==> config.mk <==
export PLATFORM = sky130hd
export DESIGN_NAME = hazard_stall_ctrl
export DESIGN_NICKNAME = d
export VERILOG_FILES = /design/src/rtl/lc3b_types.sv /design/src/rtl/hazard_perf_counter.sv /design/src/rtl/hazard_stall_ctrl.sv
export SDC_FILE = /design/constraint.sdc
export NUM_CORES = 1
export LEC_CHECK = 0
export CORE_AREA = 5 5 42 44
export CTS_BUF_LIST = sky130_fd_sc_hd__clkbuf_4
export DETAILED_ROUTE_END_ITERATION = 10
export DIE_AREA = 0 0 47 49
export MAX_ROUTING_LAYER = met4
export PLACE_DENSITY = 0.64
export SLEW_MARGIN = 20
export SYNTH_ARGS = -nofsm -noshare
export SYNTH_HDL_FRONTEND = slang
export SYNTH_SLANG_ARGS = --single-unit
==> constraint.sdc <==
create_clock -name clk -period 2.5 [get_ports clk]
set_input_delay 0.25 -clock clk [delete_from_list [all_inputs] [get_ports clk]]
set_output_delay 0.25 -clock clk [all_outputs]
set_load 0.005 [all_outputs]
==> src/rtl/lc3b_types.sv <==
// Shared LC-3b pipeline types used by the hazard/stall controller.
//   lc3b_reg           - 3-bit architectural register index (r0..r7)
//   lc3b_hazard_state  - memory-phase FSM state of the stall controller
package lc3b_types;

    typedef logic [2:0] lc3b_reg;

    typedef enum logic {
        HZ_RUN,
        HZ_IND
    } lc3b_hazard_state;

endpackage

==> src/rtl/hazard_perf_counter.sv <==
// One 16-bit saturating event counter.
//   clk    in   pipeline clock
//   rst    in   asynchronous active-high clear
//   inc    in   count one event this cycle
//   count  out  current count; holds at 16'hFFFF
module hazard_perf_counter (
    input  logic        clk,
    input  logic        rst,
    input  logic        inc,
    output logic [15:0] count
);

    always_ff @(posedge clk or posedge rst) begin
        if (rst) begin
            count <= '0;
        end else if (inc && (count != '1)) begin
            count <= count + 16'd1;
        end
    end

endmodule

==> src/rtl/hazard_stall_ctrl.sv <==
// Stall/bubble controller for the 5-stage LC-3b pipeline.
// - Inserts one ID/EX bubble on a load-use hazard forwarding cannot cover.
// - Freezes the whole pipe while instruction or data memory is outstanding.
// - Sequences LDI/STI: pointer access (mem_phase=0) then data access (mem_phase=1).
// Optional: define HAZARD_PERF_CNT_EN to add three 16-bit saturating
// performance counters and their output ports.
// Ports:
//   clk, rst                          clock, async active-high reset
//   id_sr1/id_sr2/id_dest (+ _used)   ID-stage source operands
//   ex_dest, ex_regwrite, ex_is_load  EX-stage producer info
//   imem_req/imem_resp                fetch handshake
//   dmem_req/dmem_indirect/dmem_resp  MEM-stage data handshake
//   pc_load .. mem_wb_load            pipeline register enables
//   id_ex_bubble                      load NOP into ID/EX
//   mem_phase                         0 = pointer/only access, 1 = indirect data
//   ptr_latch                         MEM captures pointer read data this cycle
//   perf_*_cnt                        freeze / bubble / indirect counts (optional)
module hazard_stall_ctrl
    import lc3b_types::*;
(
    input  logic        clk,
    input  logic        rst,
    input  logic [2:0]  id_sr1,
    input  logic [2:0]  id_sr2,
    input  logic [2:0]  id_dest,
    input  logic        id_sr1_used,
    input  logic        id_sr2_used,
    input  logic        id_dest_used,
    input  logic [2:0]  ex_dest,
    input  logic        ex_regwrite,
    input  logic        ex_is_load,
    input  logic        imem_req,
    input  logic        imem_resp,
    input  logic        dmem_req,
    input  logic        dmem_indirect,
    input  logic        dmem_resp,
    output logic        pc_load,
    output logic        if_id_load,
    output logic        id_ex_load,
    output logic        id_ex_bubble,
    output logic        ex_mem_load,
    output logic        mem_wb_load,
    output logic        mem_phase,
    output logic        ptr_latch
`ifdef HAZARD_PERF_CNT_EN
    ,
    output logic [15:0] perf_freeze_cnt,
    output logic [15:0] perf_bubble_cnt,
    output logic [15:0] perf_ind_cnt
`endif
);

    lc3b_hazard_state state, state_next;
    logic             lu_hazard;
    logic             dmem_done;
    logic             freeze;

    always_ff @(posedge clk or posedge rst) begin
        if (rst) begin
            state <= HZ_RUN;
        end else begin
            state <= state_next;
        end
    end

    always_comb begin
        state_next   = state;
        pc_load      = 1'b1;
        if_id_load   = 1'b1;
        id_ex_load   = 1'b1;
        id_ex_bubble = 1'b0;
        ex_mem_load  = 1'b1;
        mem_wb_load  = 1'b1;
        mem_phase    = (state == HZ_IND);
        ptr_latch    = 1'b0;

        // r0 is an ordinary register in LC-3b, so indices compare literally.
        lu_hazard = ex_is_load && ex_regwrite &&
                    ((id_sr1_used  && (id_sr1  == ex_dest)) ||
                     (id_sr2_used  && (id_sr2  == ex_dest)) ||
                     (id_dest_used && (id_dest == ex_dest)));

        // An indirect op only completes on its second (data) response.
        dmem_done = dmem_req && dmem_resp && (!dmem_indirect || (state == HZ_IND));
        freeze    = (imem_req && !imem_resp) || (dmem_req && !dmem_done);

        case (state)
            HZ_RUN: begin
                if (dmem_req && dmem_indirect && dmem_resp) begin
                    state_next = HZ_IND;
                    ptr_latch  = 1'b1;
                end
            end
            HZ_IND: begin
                if (dmem_resp) begin
                    state_next = HZ_RUN;
                end
            end
            default: state_next = HZ_RUN;
        endcase

        // While reset is held the pipe is forced to its free-running state.
        if (rst) begin
            ptr_latch = 1'b0;
        end else if (freeze) begin
            pc_load     = 1'b0;
            if_id_load  = 1'b0;
            id_ex_load  = 1'b0;
            ex_mem_load = 1'b0;
            mem_wb_load = 1'b0;
        end else if (lu_hazard) begin
            pc_load      = 1'b0;
            if_id_load   = 1'b0;
            id_ex_bubble = 1'b1;
        end
    end

`ifdef HAZARD_PERF_CNT_EN
    hazard_perf_counter u_freeze_cnt (
        .clk   (clk),
        .rst   (rst),
        .inc   (freeze),
        .count (perf_freeze_cnt)
    );

    hazard_perf_counter u_bubble_cnt (
        .clk   (clk),
        .rst   (rst),
        .inc   (id_ex_bubble),
        .count (perf_bubble_cnt)
    );

    hazard_perf_counter u_ind_cnt (
        .clk   (clk),
        .rst   (rst),
        .inc   (ptr_latch),
        .count (perf_ind_cnt)
    );
`endif

endmodule
# Yosys cells after proc, flatten, opt, wreduce, memory -nomap -nowiden
# Cells that the tools add are included.
totals:
  out_inout_bits: 8
  wordCells: 36
  input_bits: 24
  reg_bits: 1
classes:
  n_mux: 13
  n_reduce_logical: 18
  eq_ne: 3
  bitwise: 1
ops:
  columns: ["cell", "count"]
  rows:
  - ["two-way mux 1 bit", 12]
  - ["logical AND 1 bit", 11]
  - ["equality test 3 bit", 3]
  - ["logical OR 1 bit", 4]
  - ["zero test 1 bit", 3]
  - ["one-hot mux 1 bit (2 select lines)", 1]
  - ["inverter 1 bit", 1]

# Depth between registers and ports, before layout
logic_depth:
  ltp_word: 8
  depth_mapped: 5
  depth_no_buf: 4

# Worst setup path before layout
# No wires, ideal clock.
synth_path:
  kind: "flip-flop to output port"
  startpoint: "register state, in the netlist mem_phase"
  endpoint: "output pc_load"
  t_arrival_ps: 1062
  path_buffers: 1
  setup_slack_ps: 1188
  path_stages_with_launch: 5
  t_required_ps: 2250
  path_cell_list: "dfrtp_1 o21ai_0 a22o_1 o21ai_0 buf_4"
synth_via:
  elab_chain_cells: 7
synth_lines:
  columns: ["item", "line", "text"]
  rows:
  - ["from (decl)", "hazard_stall_ctrl.sv:53", "lc3b_hazard_state state, state_next;"]
  - ["from (signal assigned)", "hazard_stall_ctrl.sv:62", "state <= state_next;"]
  - ["logical OR 1 bit", "hazard_stall_ctrl.sv:84", "dmem_done = dmem_req && dmem_resp && (!dmem_indirect || (state == HZ_IND));"]
  - ["logical AND 1 bit", "hazard_stall_ctrl.sv:84", null]
  - ["zero test 1 bit", "hazard_stall_ctrl.sv:85", "freeze = (imem_req && !imem_resp) || (dmem_req && !dmem_done);"]
  - ["logical AND 1 bit", "hazard_stall_ctrl.sv:85", null]
  - ["logical OR 1 bit", "hazard_stall_ctrl.sv:85", null]
  - ["two-way mux 1 bit (2 in a row)", null, null]
  - ["to (decl)", "hazard_stall_ctrl.sv:37", "output logic pc_load,"]
# No other way between the ends.

# Worst setup path in the final report
layout_path:
  startpoint: "input ex_dest[0]"
  endpoint: "output id_ex_bubble"
layout_via:
  elab_chain_cells: 8
  word_cells_on_any_way: 12
  cone_classes: "3 x eq/ne; 3 x mux; 6 x reduce/logical"
layout_lines:
  columns: ["item", "line", "text"]
  rows:
  - ["from (decl)", "hazard_stall_ctrl.sv:29", "input logic [2:0] ex_dest,"]
  - ["equality test 3 bit, on equally long branches", "hazard_stall_ctrl.sv:79, hazard_stall_ctrl.sv:80", null]
  - ["logical AND 1 bit, on equally long branches", "hazard_stall_ctrl.sv:79, hazard_stall_ctrl.sv:80", null]
  - ["logical OR 1 bit", "hazard_stall_ctrl.sv:79", "((id_sr1_used && (id_sr1 == ex_dest)) ||"]
  - ["logical OR 1 bit *", "hazard_stall_ctrl.sv:80", "(id_sr2_used && (id_sr2 == ex_dest)) ||"]
  - ["logical AND 1 bit *", "hazard_stall_ctrl.sv:78", "lu_hazard = ex_is_load && ex_regwrite &&"]
  - ["two-way mux 1 bit *", "hazard_stall_ctrl.sv:111", "end else if (lu_hazard) begin"]
  - ["two-way mux 1 bit *", "hazard_stall_ctrl.sv:105", "end else if (freeze) begin"]
  - ["two-way mux 1 bit *", "hazard_stall_ctrl.sv:103", "if (rst) begin"]
  - ["to (decl)", "hazard_stall_ctrl.sv:40", "output logic id_ex_bubble,"]
# Mark *: on every way between the ends. The rest lies on a longest branch, timed or not.

==> summary.txt <==
Synth
  • Post-synthesis register bit count: 1
  • Post-Syn Area: around 230 µm²
  • YS warnings: 0
  • Top_reg_cell synth: dfrtp_1
  • Count leader, synth: xnor2_1
  • Syn_nets: 54
  • Synth top cells by count: xnor2_1, inv_1, buf_4, nand4_1
  • Synth top area share: 0.346
  • Post-synth EDFFs: 0
  • Cell taking the most area after synthesis: xnor2_1
  • Sequential share of the synthesized area: 0.110
  • Synthesized instance count: 30
  • Unique cell type count in the Yosys netlist: 13
  • Async SR Flop Fraction: 1.00
  • Syn avg cell area: between 7 and 8 µm²
  • Area contributors post-synth: xnor2_1, dfrtp_1, buf_4, nand4_1, inv_1

Critical path
  • FF-to-FF path depth: 3
  • CP delay by family, top: buffers and inverters
  • Worst path max stage delay: between 0.5 and 0.6 ns
  • Critical path peak fanout: 3
  • WS Path Type: primary input to output port
  • Crit. End Element: output port
  • CP dominant cell by count: clkdlybuf4s50_1
  • Crit-path cells: clkdlybuf4s50_1, xnor2_1, nand4_1, a31oi_1, nor3b_2, clkdlybuf4s50_1
  • Critical path launch point type: primary input
  • Arr. time, crit path: slightly below 2 ns
  • Required @ worst endpoint: between 2 and 2.5 ns
  • R2r endpoint: mem_phase$_DFF_PP0_
  • Worst reg2reg startpoint: mem_phase$_DFF_PP0_
  • Slowest CP cell: clkdlybuf4s50_1
  • FF-to-FF setup slack: 1.76 ns
  • Worst Path Buf+Inv: 2

Floorplan
  • Initial core utilization: 0.162
  • I/O Pins: 32
  • Core area: ~1400 µm²
  • Row cnt: 14
  • Die width: 47 µm
  • Die height: 49 µm
  • Die Area: approximately 2300 µm²

Timing
  • Hold Slack: between 0.5 and 0.6 ns
  • Final clock period utilization by the worst path: 0.877
  • RSZ-0062 raised after global routing: false
  • Max_slew headroom: 0.871
  • Setup-failing EPs final: 0
  • Setup TNS: 0 ns
  • FMAX: between 400 and 500 MHz
  • Final min period: around 2.2 ns
  • Clk_skew: 0 ns
  • Least-Margin Pin Slew: between 0.15 and 0.2 ns
  • Fin. max-slew vios: 0
  • Setup ws final: 0.307 ns
  • Final hold vios: 0

Global routing
  • Layer with the highest usage: met2
  • Largest net degree at the start of global routing: 4
  • Initial antenna violation count: 0
  • Met1 GRT Util: 0.0722
  • GRT met2 Usage: 0.118
  • Remaining Overflow, GRT: 0
  • M3 GR Usage: 0.0111
  • Total track usage: 0.0634
  • Vias in the first global route: between 200 and 300
  • First-pass GRT wire length: approximately 1200 µm

Run status
  • Status: complete, no violations

Clock network
  • Cts repair resizes: 0
  • Clock Latency Late Sink: 0 ns
  • # Post-CTS Setup Buffers: 0
  • Hold buffers post-CTS: 0
  • Clock-pin slew on the worst setup and hold paths: 0 ns

Cells and area
  • Layout cells sized above 1: 0.0172
  • Filler cell count: between 150 and 200
  • Non-Filler Instances: 74
  • Area taken by multi-input logic gates: between 150 and 200 µm²
  • P&R area growth vs syn: 135%
  • Final Core Density: 0.382
  • Ant. Diodes: 0
  • FF/Latch Area: 25.0 µm²
  • Largest register FFs: 1
  • Net count, final: 84

Drt
  • 1st-iter DRT viols: 1
  • DRC: 0
  • Drt total wl: about 740 µm
  • DRT Pass-1 Iters: 2
  • Mean routed wirelength per cell: slightly below 10 µm
  • Routed vias/inst: slightly above 4
  • Vias: 304
  • ANT nets after route: 0

Power and ir drop
  • VDD IR-drop max: between 0.00008 and 0.00009 V
  • Internal Power: 77.1 µW
  • Switching share of power: 0.246
  • Net Sw Power: 25.2 µW
  • Clock power share: 0
  • Seq pwr share: 0.187
  • Pleak: between 0.00015 and 0.0002 µW
  • Combinational Power Share: 0.813
  • Power Density: ~190 nW/µm²

Min path
  • Worst Hold Class: primary input to asynchronous set/reset pin

Placed design
  • I/O Buffers: 31
  • Pre-CTS setup slack: 0.270 ns
  • Placed instance count: 74
  • Placer Congestion: between 0.6 and 0.7

Run
  • Max_cap viols: 0
-- power groups by stage --
stage | Combinational [µW] | Sequential, µW | Clock, µW
CTS | 85.0 | 19.2 | 0
finish | 83.2 | 19.1 | 0
global route | 90.6 | 19.3 | 0
global placement | 84.1 | 19.2 | 0
floorplan | 29.6 | 19.2 | 0
detailed placement | 84.7 | 19.2 | 0
-- through the flow --
step | cell area (µm²) | total power, µW
3_5_place_dp | 536 | 104
4_1_cts | 536 | 104
2_1_floorplan | 228 | 48.8
6_report | 536 | 102
5_1_grt | 536 | 110
3_3_place_gp | 536 | 103
-- metal layers --
layer,up-vias,routed length [µm]
met1,131,252
met3,0,112
met4,0,0
met5,-,0
met2,17,370
li1,156,-
-- placed cells by master, fill, tap and decap left out, drive strengths merged --
cell type	netlist	final
o21ai	2	2
nor3b	2	2
inv	4	4
a22o	1	1
nand2	2	2
nand4	3	3
a31oi	1	1
xnor2	9	9
clkdlybuf4s50	0	31
mux2i	1	1
nand3	1	1
dfrtp	1	1
-- area by class of cell --
cell class	instances	share of cell area
repair buffers	31	0.579
inverters	4	0.0280
well taps	16	0.0374
flip-flops and latches	1	0.0467
multi-input cells	22	0.308
-- kinds of logic after synthesis --
family,after synthesis,synth area share
compound gates,4,0.110
xor+xnor,9,0.346
buf+inv,7,0.165
flops,1,0.110
mux,1,0.0440
simple gates,8,0.225
-- worst max-delay path by stage --
stage,start,cells past startpoint,end,slack (ns)
after floorplan,mem_phase$_DFF_PP0_,4,pc_load,1.19
after global placement,ex_dest[0],6,id_ex_bubble,0.28
after detailed placement,ex_dest[0],6,id_ex_bubble,0.27
after CTS,ex_dest[0],6,id_ex_bubble,0.27
after global routing,ex_dest[0],6,id_ex_bubble,0.14
final,ex_dest[0],6,id_ex_bubble,0.31
(Power assumes the default switching activity.)
==> variant 1, RTL diff (same settings) <==
Register the output `if_id_load`, cleared by the reset; this adds one clock of latency there. The other outputs are not delayed to match.
--- a/src/rtl/hazard_stall_ctrl.sv
+++ b/src/rtl/hazard_stall_ctrl.sv
@@ -51,4 +51,6 @@
 );
 
+    logic if_id_load_d;
+
     lc3b_hazard_state state, state_next;
     logic             lu_hazard;
@@ -67,5 +69,5 @@
         state_next   = state;
         pc_load      = 1'b1;
-        if_id_load   = 1'b1;
+        if_id_load_d = 1'b1;
         id_ex_load   = 1'b1;
         id_ex_bubble = 1'b0;
@@ -105,5 +107,5 @@
         end else if (freeze) begin
             pc_load     = 1'b0;
-            if_id_load  = 1'b0;
+            if_id_load_d = 1'b0;
             id_ex_load  = 1'b0;
             ex_mem_load = 1'b0;
@@ -111,5 +113,5 @@
         end else if (lu_hazard) begin
             pc_load      = 1'b0;
-            if_id_load   = 1'b0;
+            if_id_load_d = 1'b0;
             id_ex_bubble = 1'b1;
         end
@@ -139,3 +141,11 @@
 `endif
 
+    always_ff @(posedge clk or posedge rst) begin
+        if (rst) begin
+            if_id_load <= '0;
+        end else begin
+            if_id_load <= if_id_load_d;
+        end
+    end
+
 endmodule
Formal check against the unedited RTL: not equivalent (Yosys sat finds a counterexample within 4 cycles, from zero or initial values and one cycle with rst high).
==> variant 1 against the unedited design <==
Sequential share of layout area is 3.9 points higher; sequential power increased by 92%; sequential cell count grew 1; area after synthesis grew 7.7%; global-route usage is 0.23 points higher; wire length grew 2.7%; combinational power about the same; register-to-register slack worse by 0.28 ns; setup slack got worse by 0.017 ns; power up 86%; cell count grew 5.4%; cell area is 8.9% higher; synthesized cell count is the same; critical endpoint unchanged; largest power group unchanged.
==> variant 1: results (changes against the unedited design) <==
| Metric | Value |
|---|---|
| Outcome | `finished clean` |
| Initial drt markers | `1 (unchanged)` |
| Leakage Power | `0.2196 nW (+12%)` |
| Vias in the first global route | `301 (+1.0%)` |
| Max rail drop VDD | `0.1257 mV (+44%)` |
| Synth Area in Compound Gates | `10.20% (-0.78 points)` |
| Largest family of logic cells by synthesized area | `XOR/XNOR gates` |
| Fillers | `156 (-7.1%)` |
| Largest stage delay, worst path | `0.55 ns` |
| Yosys warnings | `0 (unchanged)` |
| Commonest cells post-synth | `xnor2_1 (9), inv_1 (4), nand4_1 (3)` |
| Global placer's final weighted congestion | `0.6799 (+11%)` |
| Worst-Skew Late Latency | `0.22 ns (+0.22 ns)` |
| Slew @ Worst Pin | `0.2481 ns (+0.05683 ns)` |
| N_diodes | `0 (unchanged)` |
| CTS H-tree depth | `1` |
| Mux contribution to synthesized area | `4.082% (-0.31 points)` |
| Sequential element share of the synthesized area | `20.41% (+9.4 points)` |
| Clk_skew | `0.002458 ns (+0.002458 ns)` |
| PortBufs | `31 (unchanged)` |
| Global-route wire length before repair | `1110 um (-4.2%)` |
| Number of nets in the layout | `88 (+4.8%)` |
| Xor and xnor fraction of the mapped netlist area | `32.14% (-2.5 points)` |
| Via density | `4.128 (+0.49%)` |
| Area contributors post-synth | `xnor2_1 (32%), dfrtp_1 (20%), nand4_1 (7.7%)` |
| Layout cells sized above 1 | `6.452% (+4.7 points)` |
| Pin count of the biggest net entering global routing | `5 (+1)` |
| Clk slew on worst S/H paths | `0.03 ns (+0.03 ns)` |
| Total track usage | `6.570% (+0.23 points)` |
| Crit-path max FO | `3 (unchanged)` |
| Post-synthesis adder-cell area fraction | `0% (unchanged)` |
| Root buffer cell | `clkbuf_4` |
| Routed WL | `755 um (+2.7%)` |
| Synth async-reset ratio | `100.0% (unchanged)` |
| Clk sinks | `2` |
## variant 1: power by group
group	switching, mW	internal (mW)	leakage (nW)	total, mW
clock network	0.0172	0.0529	0.0138	0.0701
registers	0.00126	0.0354	0.0235	0.0367
logic	0.0244	0.0590	0.182	0.0835
total	0.0429	0.147	0.220	0.190
## variant 1: cell type report
| type | count | area share [%] |
|---|---|---|
| timing repair buffer | 31 | 53.22 |
| multi-input combinational | 22 | 28.33 |
| sequential | 2 | 8.584 |
| clock buffer | 3 | 3.863 |
| tap | 16 | 3.433 |
| inverter | 4 | 2.575 |
## variant 1: through the flow
| stage | cells | worst slack, ns | area, um^2 | util, % |
|---|---|---|---|---|
| 2_1_floorplan | 30 | 1.298 | 245.2 | - |
| 6_report | 78 | 0.2902 | 583.1 | 41.61 |
| 3_5_place_dp | 75 | 0.2676 | 560.5 | 40.00 |
| 4_1_cts | 78 | 0.2513 | 583.1 | 41.61 |
| 3_3_place_gp | 75 | 0.2812 | 560.5 | 40.00 |
| 5_1_grt | 78 | 0.1544 | 583.1 | 41.61 |
## variant 1: worst paths after layout
kind | to | from | cells after the start | slack [ns]
setup / recovery | id_ex_bubble | ex_dest[2] | 6 | 0.29
hold / removal | if_id_load | rst | 2 | 0.30
setup reg to reg | if_id_load | mem_phase | 3 | 1.48
hold reg to reg | mem_phase | mem_phase | 2 | 0.56
max in group asynchronous | mem_phase | rst | 2 | 2.07
min in group clk | mem_phase | mem_phase | 2 | 0.56
## variant 1: metal layers
layer	vias up	GRT usage, %	part of all wire (%)
met5	-	-	0
met4	0	2.765	0
met3	0	2.583	15
met2	19	11.31	51
met1	136	6.154	35
li1	167	-	-
==> variant 2, RTL diff (same settings) <==
Made on the original files. Reset style: synchronous (`rst`), changed in one clocked block. Comments in the files are not updated.
--- a/src/rtl/hazard_stall_ctrl.sv
+++ b/src/rtl/hazard_stall_ctrl.sv
@@ -56,5 +56,5 @@
     logic             freeze;
 
-    always_ff @(posedge clk or posedge rst) begin
+    always_ff @(posedge clk) begin
         if (rst) begin
             state <= HZ_RUN;
Check against the original RTL: differs if rst is asserted again (counterexample within 4 cycles, from zero or initial values and one cycle with rst high); with rst held inactive, the same outputs for 10 cycles.
==> variant 2 against the unedited design <==
Hold slack got worse by 0.042 ns; sequential cell count did not move; area after synthesis fell by 3.8%; critical path depth stayed put; cell area fell by 1.6%; combinational power decreased by 3.7%; setup slack worse by 0.0013 ns; power decreased by 4.8%; wire length fell by 0.95%; largest power group unchanged; critical path type unchanged.
==> variant 2: results (changes against the unedited design) <==
| Metric | Value |
|---|---|
| Met1 GRT Util | `8.297% (+1.1 points)` |
| Setup WS post-layout | `0.3055 ns (-0.001301 ns)` |
| Hold endpoint | `mem_phase` |
| Vias in the first global route | `253 (-15%)` |
| First-pass DRT Iterations | `3 (+1)` |
| Pin count of the biggest net entering global routing | `6 (+2)` |
| Largest stage delay, worst path | `0.55 ns` |
| Critical Path Source | `ex_dest[2]` |
| Setup crit end | `id_ex_bubble` |
| R2r startpoint | `mem_phase` |
| Global-route wire length before repair | `1062 um (-8.4%)` |
| Wire per inst | `9.973 um (+0.40%)` |
| Outcome | `finished clean` |
| Hold Crit Class | `reg2reg` |
| Number of nets in the layout | `83 (-1.2%)` |
| Area contributors post-synth | `xnor2_1 (36%), buf_4 (10%), dfxtp_1 (9.1%)` |
| Total track usage | `5.764% (-0.58 points)` |
| Cells after Synth | `29 (-3.3%)` |
| Final cell count without fillers | `73 (-1.4%)` |
| Synth Flop Type | `dfxtp_1` |
| Worst R2R End | `mem_phase` |
| Post-placement cell area | `526.8 um^2 (-1.6%)` |
| N_diodes | `0 (unchanged)` |
| Met3 Track Usage GR | `1.107% (unchanged)` |
| Reg area | `20.02 um^2 (-20%)` |
| Syn Nets | `53 (-1.9%)` |
| Post-CTS setup buffers | `0 (unchanged)` |
| Hold slack | `0.4631 ns (-0.04150 ns)` |
| Global placer's final weighted congestion | `0.7210 (+17%)` |
| Layout cells sized above 1 | `1.754% (+0.030 points)` |
| Reg2reg path depth | `3 (unchanged)` |
| R2r setup slk | `1.65 ns (-0.11 ns)` |
| Synth cell types | `14 (+1)` |
| Place WS | `0.2674 ns (-0.003032 ns)` |
| Yosys warnings | `0 (unchanged)` |
| Commonest cells post-synth | `xnor2_1 (9), buf_4 (3), nand2_1 (3), nand4_1 (3), nand2b_1 (2)` |
| Max rail drop VDD | `0.1070 mV (+22%)` |
| Sequential element share of the synthesized area | `9.143% (-1.8 points)` |
| Slew @ Worst Pin | `0.2300 ns (+0.03874 ns)` |
| Clk slew on worst S/H paths | `0 ns (unchanged)` |
| Initial drt markers | `5 (+4)` |
| Min-delay src | `mem_phase` |
| Fillers | `154 (-8.3%)` |
| Leakage Power | `0.1916 nW (-2.0%)` |
| Met2 Use GR | `8.824% (-2.9 points)` |
| Vias | `296 (-2.6%)` |
| Synth async-reset ratio | `0% (-100 points)` |
variant 2: area by class of cell:
class / instances / area share, %
well taps: 16 / 3.800
repair buffers: 31 / 58.91
multi-input cells: 24 / 32.78
flip-flops and latches: 1 / 3.800
inverters: 1 / 0.7126
variant 2: cell families after synthesis:
kind of cell	count (synthesis)	synth area share [%]
AO/OA/AOI/OAI	4	13.72
XOR/XNOR	9	36.00
buffers and inverters	4	12.00
flip-flops	1	9.143
AND/OR/NAND/NOR	11	29.14
variant 2: per-layer routing:
metal	vias up	share of wire, %	wire length (um)
li1	153	-	-
met1	125	41	301
met2	18	41	299
met3	0	18	128
met4	0	0	0
met5	-	0	0
variant 2: where the power goes:
part           leakage (nW)  switching (mW)  internal, mW
clock                     0               0             0
sequential          0.00816        0.000392        0.0169
combinational         0.183          0.0231        0.0570
total                 0.192          0.0235        0.0740
variant 2: worst register-to-register path, delay by kind of cell, from the launching register on:
family	cells	cell delay, ns
and+or+nand+nor	2	0.38
AOI/OAI and AO/OA	1	0.11
DFF	1	0.30
